[config.mk]
export PLATFORM = sky130hd
export DESIGN_NAME = fofb_readout_sequencer_flat
export DESIGN_NICKNAME = d
export VERILOG_FILES = /design/src/rtl/fofb_readout_sequencer_if.sv /design/src/rtl/fofb_readout_sequencer.sv /design/src/flat_wrapper.sv
export SDC_FILE = /design/constraint.sdc
export NUM_CORES = 1
export LEC_CHECK = 0
export ABC_CLOCK_PERIOD_IN_PS = 2600
export BUFFER_PORTS_ARGS = -buffer_cell sky130_fd_sc_hd__buf_4
export CAP_MARGIN = 20
export CELL_PAD_IN_SITES_DETAIL_PLACEMENT = 1
export CELL_PAD_IN_SITES_GLOBAL_PLACEMENT = 1
export CORE_MARGIN = 1
export CORE_UTILIZATION = 43
export DETAILED_ROUTE_END_ITERATION = 10
export PLACE_DENSITY = 0.8
export SLEW_MARGIN = 30
export SYNTH_ARGS = -nofsm -noshare
export SYNTH_HDL_FRONTEND = slang
export SYNTH_SLANG_ARGS = --single-unit
[constraint.sdc]
create_clock -name sysClk -period 2.6 [get_ports sysClk]
set_input_delay 0.26 -clock sysClk [delete_from_list [all_inputs] [get_ports sysClk]]
set_output_delay 0.26 -clock sysClk [all_outputs]
set_load 0.005 [all_outputs]
[src/rtl/fofb_readout_sequencer_if.sv]
// AXI-stream bundle carrying per-BPM X/Y position beats from the readout sequencer
// to the correction-matrix DSP.
interface fofb_readout_sequencer_if;
  logic        M_TVALID;
  logic        M_TREADY;
  logic [31:0] M_TDATA;
  logic [1:0]  M_TUSER;
  logic        M_TLAST;

  modport master (output M_TVALID, output M_TDATA, output M_TUSER, output M_TLAST, input M_TREADY);
  modport slave  (input M_TVALID, input M_TDATA, input M_TUSER, input M_TLAST, output M_TREADY);
endinterface

[src/rtl/fofb_readout_sequencer.sv]
// Per-FA-cycle walk of the upstream readout DPRAMs, streaming X/Y per BPM as an AXI-stream frame.
// Optional reference-orbit subtraction is built when FOFB_SEQ_REF_SUBTRACT_EN is defined.
module fofb_readout_sequencer #(
  parameter int FOFB_INDEX_WIDTH = 9,
  parameter int FIFO_DEPTH       = 4
) (
  input  logic                        sysClk,
  input  logic                        sysReset,
  input  logic                        csrStrobe,
  input  logic                        refAddrStrobe,
  input  logic                        refDataStrobe,
  input  logic [31:0]                 GPIO_OUT,
  input  logic                        FAstrobe,
  input  logic                        readoutActive,
  input  logic                        readoutValid,
  output logic [FOFB_INDEX_WIDTH-1:0] fofbDSPreadoutAddress,
  input  logic [31:0]                 fofbDSPreadoutX,
  input  logic [31:0]                 fofbDSPreadoutY,
  input  logic [31:0]                 fofbDSPreadoutS,
  fofb_readout_sequencer_if.master    m_axis,
  output logic [31:0]                 status
);

  localparam int W  = FOFB_INDEX_WIDTH;
  localparam int AW = $clog2(FIFO_DEPTH);
  localparam int CW = AW + 2;
  localparam logic [W-1:0]  IDX_ONE = W'(1);
  localparam logic [AW-1:0] PTR_ONE = AW'(1);
  localparam logic [AW:0]   CNT_ONE = (AW + 1)'(1);

  typedef enum logic [1:0] {S_IDLE = 2'd0, S_ARMED = 2'd1, S_WALK = 2'd2, S_DRAIN = 2'd3} state_e;

  typedef struct packed {
    logic        last;
    logic        fresh;
    logic [31:0] y;
    logic [31:0] x;
  } entry_t;

  state_e         state_q, state_d;
  logic           enable_q;
  logic [W-1:0]   bpm_count_q, frame_bpm_q, frame_bpm_d;
  logic [W-1:0]   idx_q, idx_d, addr_q, addr_d;
  logic           issue_q, issue_d, issue_last_q, issue_last_d;
  logic           inflight_q, inflight_last_q;
  logic           valid_dly_q, active_dly_q;
  logic [3:0]     overrun_q, overrun_d;
  logic [7:0]     timeout_q, timeout_d;
  logic [15:0]    frame_q, frame_d;

  entry_t         fifo_mem [FIFO_DEPTH];
  logic [AW-1:0]  wr_ptr_q, rd_ptr_q;
  logic [AW:0]    fifo_count_q;
  logic           phase_q, out_valid_q, out_last_q;
  logic [31:0]    out_data_q;
  logic [1:0]     out_user_q;

  logic           valid_rise_s, active_fall_s, issue_ok_s, drain_done_s;
  logic           ld_s, pop_s, push_s;
  logic [CW-1:0]  pending_s;
  entry_t         head_s, push_entry_s;

`ifdef FOFB_SEQ_REF_SUBTRACT_EN
  logic [31:0]    ref_x_mem [2**W];
  logic [31:0]    ref_y_mem [2**W];
  logic [W:0]     ref_ptr_q;
  logic [31:0]    ref_x_rd_q, ref_y_rd_q;

  function automatic logic [31:0] sat_sub(input logic [31:0] a, input logic [31:0] b);
    logic [32:0] d;
    d = {a[31], a} - {b[31], b};
    if (d[32] != d[31]) begin
      sat_sub = d[32] ? 32'h8000_0000 : 32'h7FFF_FFFF;
    end else begin
      sat_sub = d[31:0];
    end
  endfunction

  // Reference pointer: bit W picks the plane, the index post-increments on each data write
  always_ff @(posedge sysClk) begin
    if (sysReset) begin
      ref_ptr_q <= '0;
    end else if (refAddrStrobe) begin
      ref_ptr_q <= GPIO_OUT[W:0];
    end else if (refDataStrobe) begin
      ref_ptr_q[W-1:0] <= ref_ptr_q[W-1:0] + IDX_ONE;
    end
  end

  // Reference RAMs; read with the issued address so the result lines up with upstream data
  always_ff @(posedge sysClk) begin
    if (refDataStrobe && !refAddrStrobe) begin
      if (ref_ptr_q[W]) ref_y_mem[ref_ptr_q[W-1:0]] <= GPIO_OUT;
      else              ref_x_mem[ref_ptr_q[W-1:0]] <= GPIO_OUT;
    end
    ref_x_rd_q <= ref_x_mem[addr_q];
    ref_y_rd_q <= ref_y_mem[addr_q];
  end

  assign push_entry_s = '{last: inflight_last_q, fresh: |fofbDSPreadoutS,
                          y: sat_sub(fofbDSPreadoutY, ref_y_rd_q),
                          x: sat_sub(fofbDSPreadoutX, ref_x_rd_q)};
`else
  logic unused_s;
  assign unused_s = &{1'b0, refAddrStrobe, refDataStrobe, GPIO_OUT[30:W]};
  assign push_entry_s = '{last: inflight_last_q, fresh: |fofbDSPreadoutS,
                          y: fofbDSPreadoutY, x: fofbDSPreadoutX};
`endif

  // A read counts against FIFO space from issue until its push, across both pipeline stages
  assign pending_s     = CW'(fifo_count_q) + CW'(issue_q) + CW'(inflight_q);
  assign issue_ok_s    = pending_s < CW'(FIFO_DEPTH);
  assign valid_rise_s  = readoutValid && !valid_dly_q;
  assign active_fall_s = !readoutActive && active_dly_q;
  assign push_s        = inflight_q;
  assign ld_s          = !out_valid_q || m_axis.M_TREADY;
  assign pop_s         = ld_s && phase_q && (fifo_count_q != '0);
  assign head_s        = fifo_mem[rd_ptr_q];
  assign drain_done_s  = (fifo_count_q == '0) && !issue_q && !inflight_q &&
                         (!out_valid_q || (m_axis.M_TREADY && out_last_q));

  // Next-state and walk/counter decisions
  always_comb begin
    state_d      = state_q;
    idx_d        = idx_q;
    addr_d       = addr_q;
    issue_d      = 1'b0;
    issue_last_d = 1'b0;
    frame_bpm_d  = frame_bpm_q;
    timeout_d    = timeout_q;
    frame_d      = frame_q;
    if (FAstrobe && (state_q == S_WALK || state_q == S_DRAIN) && overrun_q != 4'hF) begin
      overrun_d = overrun_q + 4'd1;
    end else begin
      overrun_d = overrun_q;
    end
    case (state_q)
      S_IDLE: begin
        if (FAstrobe && enable_q) state_d = S_ARMED;
        else                      state_d = S_IDLE;
      end
      S_ARMED: begin
        if (valid_rise_s) begin
          state_d     = S_WALK;
          idx_d       = '0;
          frame_bpm_d = bpm_count_q;
        end else if (active_fall_s && !readoutValid) begin
          state_d = S_IDLE;
          if (timeout_q != 8'hFF) timeout_d = timeout_q + 8'd1;
          else                    timeout_d = timeout_q;
        end else begin
          state_d = S_ARMED;
        end
      end
      S_WALK: begin
        // idx == count means every BPM is issued: park one past the end so the last writeback fires
        if (idx_q == frame_bpm_q) begin
          addr_d  = idx_q;
          state_d = S_DRAIN;
        end else if (issue_ok_s) begin
          addr_d       = idx_q;
          idx_d        = idx_q + IDX_ONE;
          issue_d      = 1'b1;
          issue_last_d = (idx_q == frame_bpm_q - IDX_ONE);
        end else begin
          addr_d = addr_q;
        end
      end
      S_DRAIN: begin
        if (drain_done_s) begin
          state_d = S_IDLE;
          frame_d = frame_q + 16'd1;
        end else begin
          state_d = S_DRAIN;
        end
      end
      default: state_d = S_IDLE;
    endcase
  end

  // Control, configuration and counter registers
  always_ff @(posedge sysClk) begin
    if (sysReset) begin
      state_q         <= S_IDLE;
      enable_q        <= 1'b0;
      bpm_count_q     <= '0;
      frame_bpm_q     <= '0;
      idx_q           <= '0;
      addr_q          <= '0;
      issue_q         <= 1'b0;
      issue_last_q    <= 1'b0;
      inflight_q      <= 1'b0;
      inflight_last_q <= 1'b0;
      valid_dly_q     <= 1'b0;
      active_dly_q    <= 1'b0;
      overrun_q       <= 4'd0;
      timeout_q       <= 8'd0;
      frame_q         <= 16'd0;
    end else begin
      state_q         <= state_d;
      frame_bpm_q     <= frame_bpm_d;
      idx_q           <= idx_d;
      addr_q          <= addr_d;
      issue_q         <= issue_d;
      issue_last_q    <= issue_last_d;
      inflight_q      <= issue_q;
      inflight_last_q <= issue_last_q;
      valid_dly_q     <= readoutValid;
      active_dly_q    <= readoutActive;
      overrun_q       <= overrun_d;
      timeout_q       <= timeout_d;
      frame_q         <= frame_d;
      if (csrStrobe) begin
        bpm_count_q <= GPIO_OUT[W-1:0];
        enable_q    <= GPIO_OUT[31];
      end
    end
  end

  // Capture FIFO storage
  always_ff @(posedge sysClk) begin
    if (push_s && !sysReset) fifo_mem[wr_ptr_q] <= push_entry_s;
  end

  // FIFO pointers and the registered output beat (X then Y of the head entry)
  always_ff @(posedge sysClk) begin
    if (sysReset) begin
      wr_ptr_q     <= '0;
      rd_ptr_q     <= '0;
      fifo_count_q <= '0;
      phase_q      <= 1'b0;
      out_valid_q  <= 1'b0;
      out_data_q   <= 32'd0;
      out_user_q   <= 2'd0;
      out_last_q   <= 1'b0;
    end else begin
      if (push_s) wr_ptr_q <= wr_ptr_q + PTR_ONE;
      if (pop_s)  rd_ptr_q <= rd_ptr_q + PTR_ONE;
      case ({push_s, pop_s})
        2'b10:   fifo_count_q <= fifo_count_q + CNT_ONE;
        2'b01:   fifo_count_q <= fifo_count_q - CNT_ONE;
        default: fifo_count_q <= fifo_count_q;
      endcase
      if (ld_s) begin
        if (fifo_count_q != '0) begin
          out_valid_q <= 1'b1;
          out_data_q  <= phase_q ? head_s.y : head_s.x;
          out_user_q  <= {head_s.fresh, phase_q};
          out_last_q  <= phase_q & head_s.last;
          phase_q     <= ~phase_q;
        end else begin
          out_valid_q <= 1'b0;
        end
      end
    end
  end

  assign fofbDSPreadoutAddress = addr_q;
  assign m_axis.M_TVALID       = out_valid_q;
  assign m_axis.M_TDATA        = out_data_q;
  assign m_axis.M_TUSER        = out_user_q;
  assign m_axis.M_TLAST        = out_last_q;
  assign status                = {enable_q, state_q, 1'b0, overrun_q, timeout_q, frame_q};

endmodule

[src/flat_wrapper.sv]
// flat-port wrapper written by rule: the top's interface ports become plain ports
module fofb_readout_sequencer_flat 
#(
  parameter int FOFB_INDEX_WIDTH = 9,
  parameter int FIFO_DEPTH       = 4
)
  (sysClk, sysReset, csrStrobe, refAddrStrobe, refDataStrobe, GPIO_OUT, FAstrobe, readoutActive, readoutValid, fofbDSPreadoutAddress, fofbDSPreadoutX, fofbDSPreadoutY, fofbDSPreadoutS, status, m_axis_M_TVALID, m_axis_M_TDATA, m_axis_M_TUSER, m_axis_M_TLAST, m_axis_M_TREADY);
  fofb_readout_sequencer_if m_axis_i ();
  input  logic sysClk;
  input  logic sysReset;
  input  logic csrStrobe;
  input  logic refAddrStrobe;
  input  logic refDataStrobe;
  input  logic [31:0] GPIO_OUT;
  input  logic FAstrobe;
  input  logic readoutActive;
  input  logic readoutValid;
  output logic [FOFB_INDEX_WIDTH-1:0] fofbDSPreadoutAddress;
  input  logic [31:0] fofbDSPreadoutX;
  input  logic [31:0] fofbDSPreadoutY;
  input  logic [31:0] fofbDSPreadoutS;
  output logic [31:0] status;
  output wire logic [$bits(m_axis_i.M_TVALID)-1:0] m_axis_M_TVALID;
  output wire logic [$bits(m_axis_i.M_TDATA)-1:0] m_axis_M_TDATA;
  output wire logic [$bits(m_axis_i.M_TUSER)-1:0] m_axis_M_TUSER;
  output wire logic [$bits(m_axis_i.M_TLAST)-1:0] m_axis_M_TLAST;
  input wire logic [$bits(m_axis_i.M_TREADY)-1:0] m_axis_M_TREADY;
  assign m_axis_M_TVALID = m_axis_i.M_TVALID;
  assign m_axis_M_TDATA = m_axis_i.M_TDATA;
  assign m_axis_M_TUSER = m_axis_i.M_TUSER;
  assign m_axis_M_TLAST = m_axis_i.M_TLAST;
  assign m_axis_i.M_TREADY = m_axis_M_TREADY;
  fofb_readout_sequencer #(.FOFB_INDEX_WIDTH(FOFB_INDEX_WIDTH), .FIFO_DEPTH(FIFO_DEPTH)) u_core (.sysClk(sysClk), .sysReset(sysReset), .csrStrobe(csrStrobe), .refAddrStrobe(refAddrStrobe), .refDataStrobe(refDataStrobe), .GPIO_OUT(GPIO_OUT), .FAstrobe(FAstrobe), .readoutActive(readoutActive), .readoutValid(readoutValid), .fofbDSPreadoutAddress(fofbDSPreadoutAddress), .fofbDSPreadoutX(fofbDSPreadoutX), .fofbDSPreadoutY(fofbDSPreadoutY), .fofbDSPreadoutS(fofbDSPreadoutS), .m_axis(m_axis_i), .status(status));
endmodule
==> flow_metrics.tcl <==
set metrics [dict create \
    outcome "complete, no violations" \
    syn_nets 1125 \
    hold_viol 0 \
    syn_area_per_cell_sq_um 15.5 \
    h-tree-depth 2 \
    switching_share_pct 20.5 \
    grt.busiest_layer "met2" \
    clk_latency_ns 0.56 \
    yosysWarnings 0 \
    final_area_sq_mm 0.0193 \
    arrival_ns 2.74 \
    die_h_microns 189 \
    final_max_slew_viol_count 0 \
    cp_slowest_cell "a2111oi_4" \
    start_util_pct 43.7 \
    clock-root-buffer "clkbuf_16" \
    layout_commonest_cell "edfxtp_1" \
    gp_congestion 0.822 \
    use_met1_pct 26.4 \
    power.density_mw_per_mm2 668 \
    min_period_ns 2.30 \
    hp-class "primary input to flip-flop" \
    synthArstFlopShare_pct 0 \
    postCtsResizedCells 0 \
    rsz0062_at_grt "no" \
    cp_cell_sequence "ha_1, a21o_1, a2111oi_4, o31ai_4, buf_4, o21ba_2, a311oi_2" \
    wl_microns 38900 \
    final_cell_mix "edfxtp_1 (264), buf_4 (220), dfxtp_1 (116)" \
    place_area_sq_mm 0.0172 \
    grt.total_usage_pct 22.1 \
    die_area_sq_mm 0.0358 \
    layout-drive-gt1-share_pct 28.9 \
    clkPwrFrac_pct 46.3 \
    syn2layout_area_growth_pct 27.9 \
    max_stage_delay_ns 0.49 \
    synth-edff-count 264 \
    clkTransAtPathRegs_ns 0.06 \
    grt_first_pass_wirelength_microns 60100 \
    register_area_sq_mm 0.0103 \
    wl_per_cell_microns 22.2 \
    crit_type "flip-flop to flip-flop" \
    fin_worst_skew_ns 0.0246 \
    num_vias 9509 \
    cp-start-kind "flip-flop" \
    max_freq_mhz 434 \
    relSlewSlack_pct 40.4 \
    fin_ws_ns 0.298 \
    comb_power_share_pct 3.1 \
    syn_area_sq_mm 0.0151 \
    drc 0 \
    grt_overflow_total 0 \
    ir_drop_v 0.000633 \
    tightestPinTransition_ns 0.894 \
    io_pins 214 \
    nets 1409 \
    multiInputGateArea_sq_mm 0.00447 \
    cts_buffer_depth 3 \
    port-buffer-count 188 \
    core_area_sq_mm 0.0345 \
    grt_max_degree 79 \
    cts_setup_buffers 0 \
    synth_ff_type "edfxtp_1" \
    cts_buffers 41 \
    grt_antenna_before_repair 1 \
    yosysSeqAreaShare_pct 68.3 \
    grt_use_met3_pct 4.37 \
    grt_pass1_vias 10340 \
    dp_hpwl_microns 23000 \
    tns_ns 0 \
    syn_inst 976 \
    p_sw_mw 2.64 \
    p_leak_nw 6.61 \
    std_cell_rows 68 \
    die_x_microns 189 \
    dp_slack_ns 0.332 \
    period_share_pct 88.5 \
    crit_required_ns 3.04 \
    drt_pass1_iterations 4 \
    yosysUniqueCellTypes 60 \
    synth_seq_cells 383 \
    ant_nets 0 \
    drt_iter0_markers 516 \
    cts_tree "done" \
    cap_violations 0 \
    critPathMaxFanout 9 \
    pwr-share-seq_pct 50.6 \
    fill_cells 3308 \
    worst_setup_path_end_kind "flip-flop" \
    grtUsageMet2_pct 39.3 \
    vias_per_cell 5.44 \
    setup_viol 0 \
    internal_power_mw 10.3 \
    cts_num_sinks 383 \
]
[cell families after synthesis]
logic type	count (synthesis)	share of synthesized area (%)
flip-flops	383	68.3
AND/OR/NAND/NOR	226	7.12
multiplexers	122	13.6
AO/OA/AOI/OAI	120	5.81
buffers and inverters	80	2.25
XOR/XNOR	32	1.86
adder cells (fa/ha/maj)	12	1.04
other	1	0.0249
[layout make-up]
class	instances	share of cell area, %
diodes	2	0.0259
clock buffers	52	5.69
clock inverters	23	1.40
inverters	21	0.408
multi-input cells	513	23.1
flip-flops and latches	383	53.5
well taps	455	2.95
repair buffers	300	12.9
[final timing paths]
kind	from	end	slack, ns	cells after the start
worst max register to register	u_core.fifo_count_q[0]	u_core.idx_q[3]	0.30	7
worst min register to register	u_core.bpm_count_q[6]	u_core.frame_bpm_q[6]	0.46	2
worst max-delay path	u_core.fifo_count_q[0]	u_core.idx_q[3]	0.30	7
worst min-delay path	csrStrobe	u_core.bpm_count_q[1]	0.10	3
[worst max-delay path, delay by kind of cell (launching register included)]
family,cells,cell delay [ns]
buffers and inverters,1,0.20
DFF,1,0.39
AOI/OAI and AO/OA,5,1.35
adders and majority gates,1,0.26
[synthesized netlist by cell type, types with 3 or more instances]
cell type / n / share of area [%]
a21oi_1: 37 / 1.2
nand4_1: 8 / 0.33
dfxtp_1: 119 / 16
o21ai_0: 10 / 0.33
a311oi_1: 3 / 0.17
and3_1: 5 / 0.21
o31ai_1: 11 / 0.55
or2_2: 5 / 0.21
a211oi_1: 34 / 1.7
inv_1: 20 / 0.50
or4_1: 13 / 0.65
mux2i_1: 56 / 3.7
buf_1: 8 / 0.20
a31oi_1: 3 / 0.12
buf_4: 3 / 0.15
or3_1: 8 / 0.33
nand2_1: 58 / 1.4
nand3_1: 17 / 0.56
nor4_1: 12 / 0.50
buf_2: 10 / 0.33
nor3_1: 6 / 0.20
nor2_1: 81 / 2.0
edfxtp_1: 264 / 53
xor2_1: 20 / 1.2
ha_1: 11 / 0.91
xnor2_1: 12 / 0.70
nor2b_1: 6 / 0.25
clkbuf_1: 36 / 0.90
mux4_2: 66 / 9.9
[power by group through the flow]
stage	clock network, mW	registers (mW)	logic, mW
3_5_place_dp	0	6.65	0.294
4_1_cts	6.06	6.52	0.393
6_report	5.97	6.52	0.399
3_3_place_gp	0	6.65	0.275
5_1_grt	6.29	6.52	0.426
2_1_floorplan	0	6.66	0.0863
[timing repair]
item / 4_1_cts / 5_1_grt
hold buffers: 76 / 0
hold endpoints to repair: 268 / 0
setup endpoints to repair: 0 / 0
[layer usage]
metal	part of all wire (%)	wire length [microns]	vias up
met5	0	0	-
met4	3.0	1170	0
met3	4.5	1770	77
met2	52	20300	217
met1	40	15700	4890
li1	-	-	4325
[per-stage QoR]
stage | std cells | power, mW | hold WS [ns] | utilization [%]
CTS | 1747 | 13.0 | 0.0874 | 55.9
floorplan | 976 | 6.74 | 0.359 | -
detailed placement | 1596 | 6.95 | 0.436 | 49.7
global placement | 1596 | 6.93 | 0.447 | 49.7
finish | 1749 | 12.9 | 0.102 | 55.9
global route | 1748 | 13.2 | 0.103 | 55.9
[state kept, by name, summed over array words and instances, names as in the netlist, 3 cells and up, named ones only]
name,flops
u_core.idx_q,9
u_core.bpm_count_q,9
u_core.overrun_q,4
u_core.fifo_count_q,3
u_core.timeout_q,8
u_core.fofbDSPreadoutAddress,9
u_core.frame_q,16
u_core.frame_bpm_q,9
u_core.m_axis.M_TDATA,32
u_core.fifo_mem,264
Power figures use the tool's default switching activity.
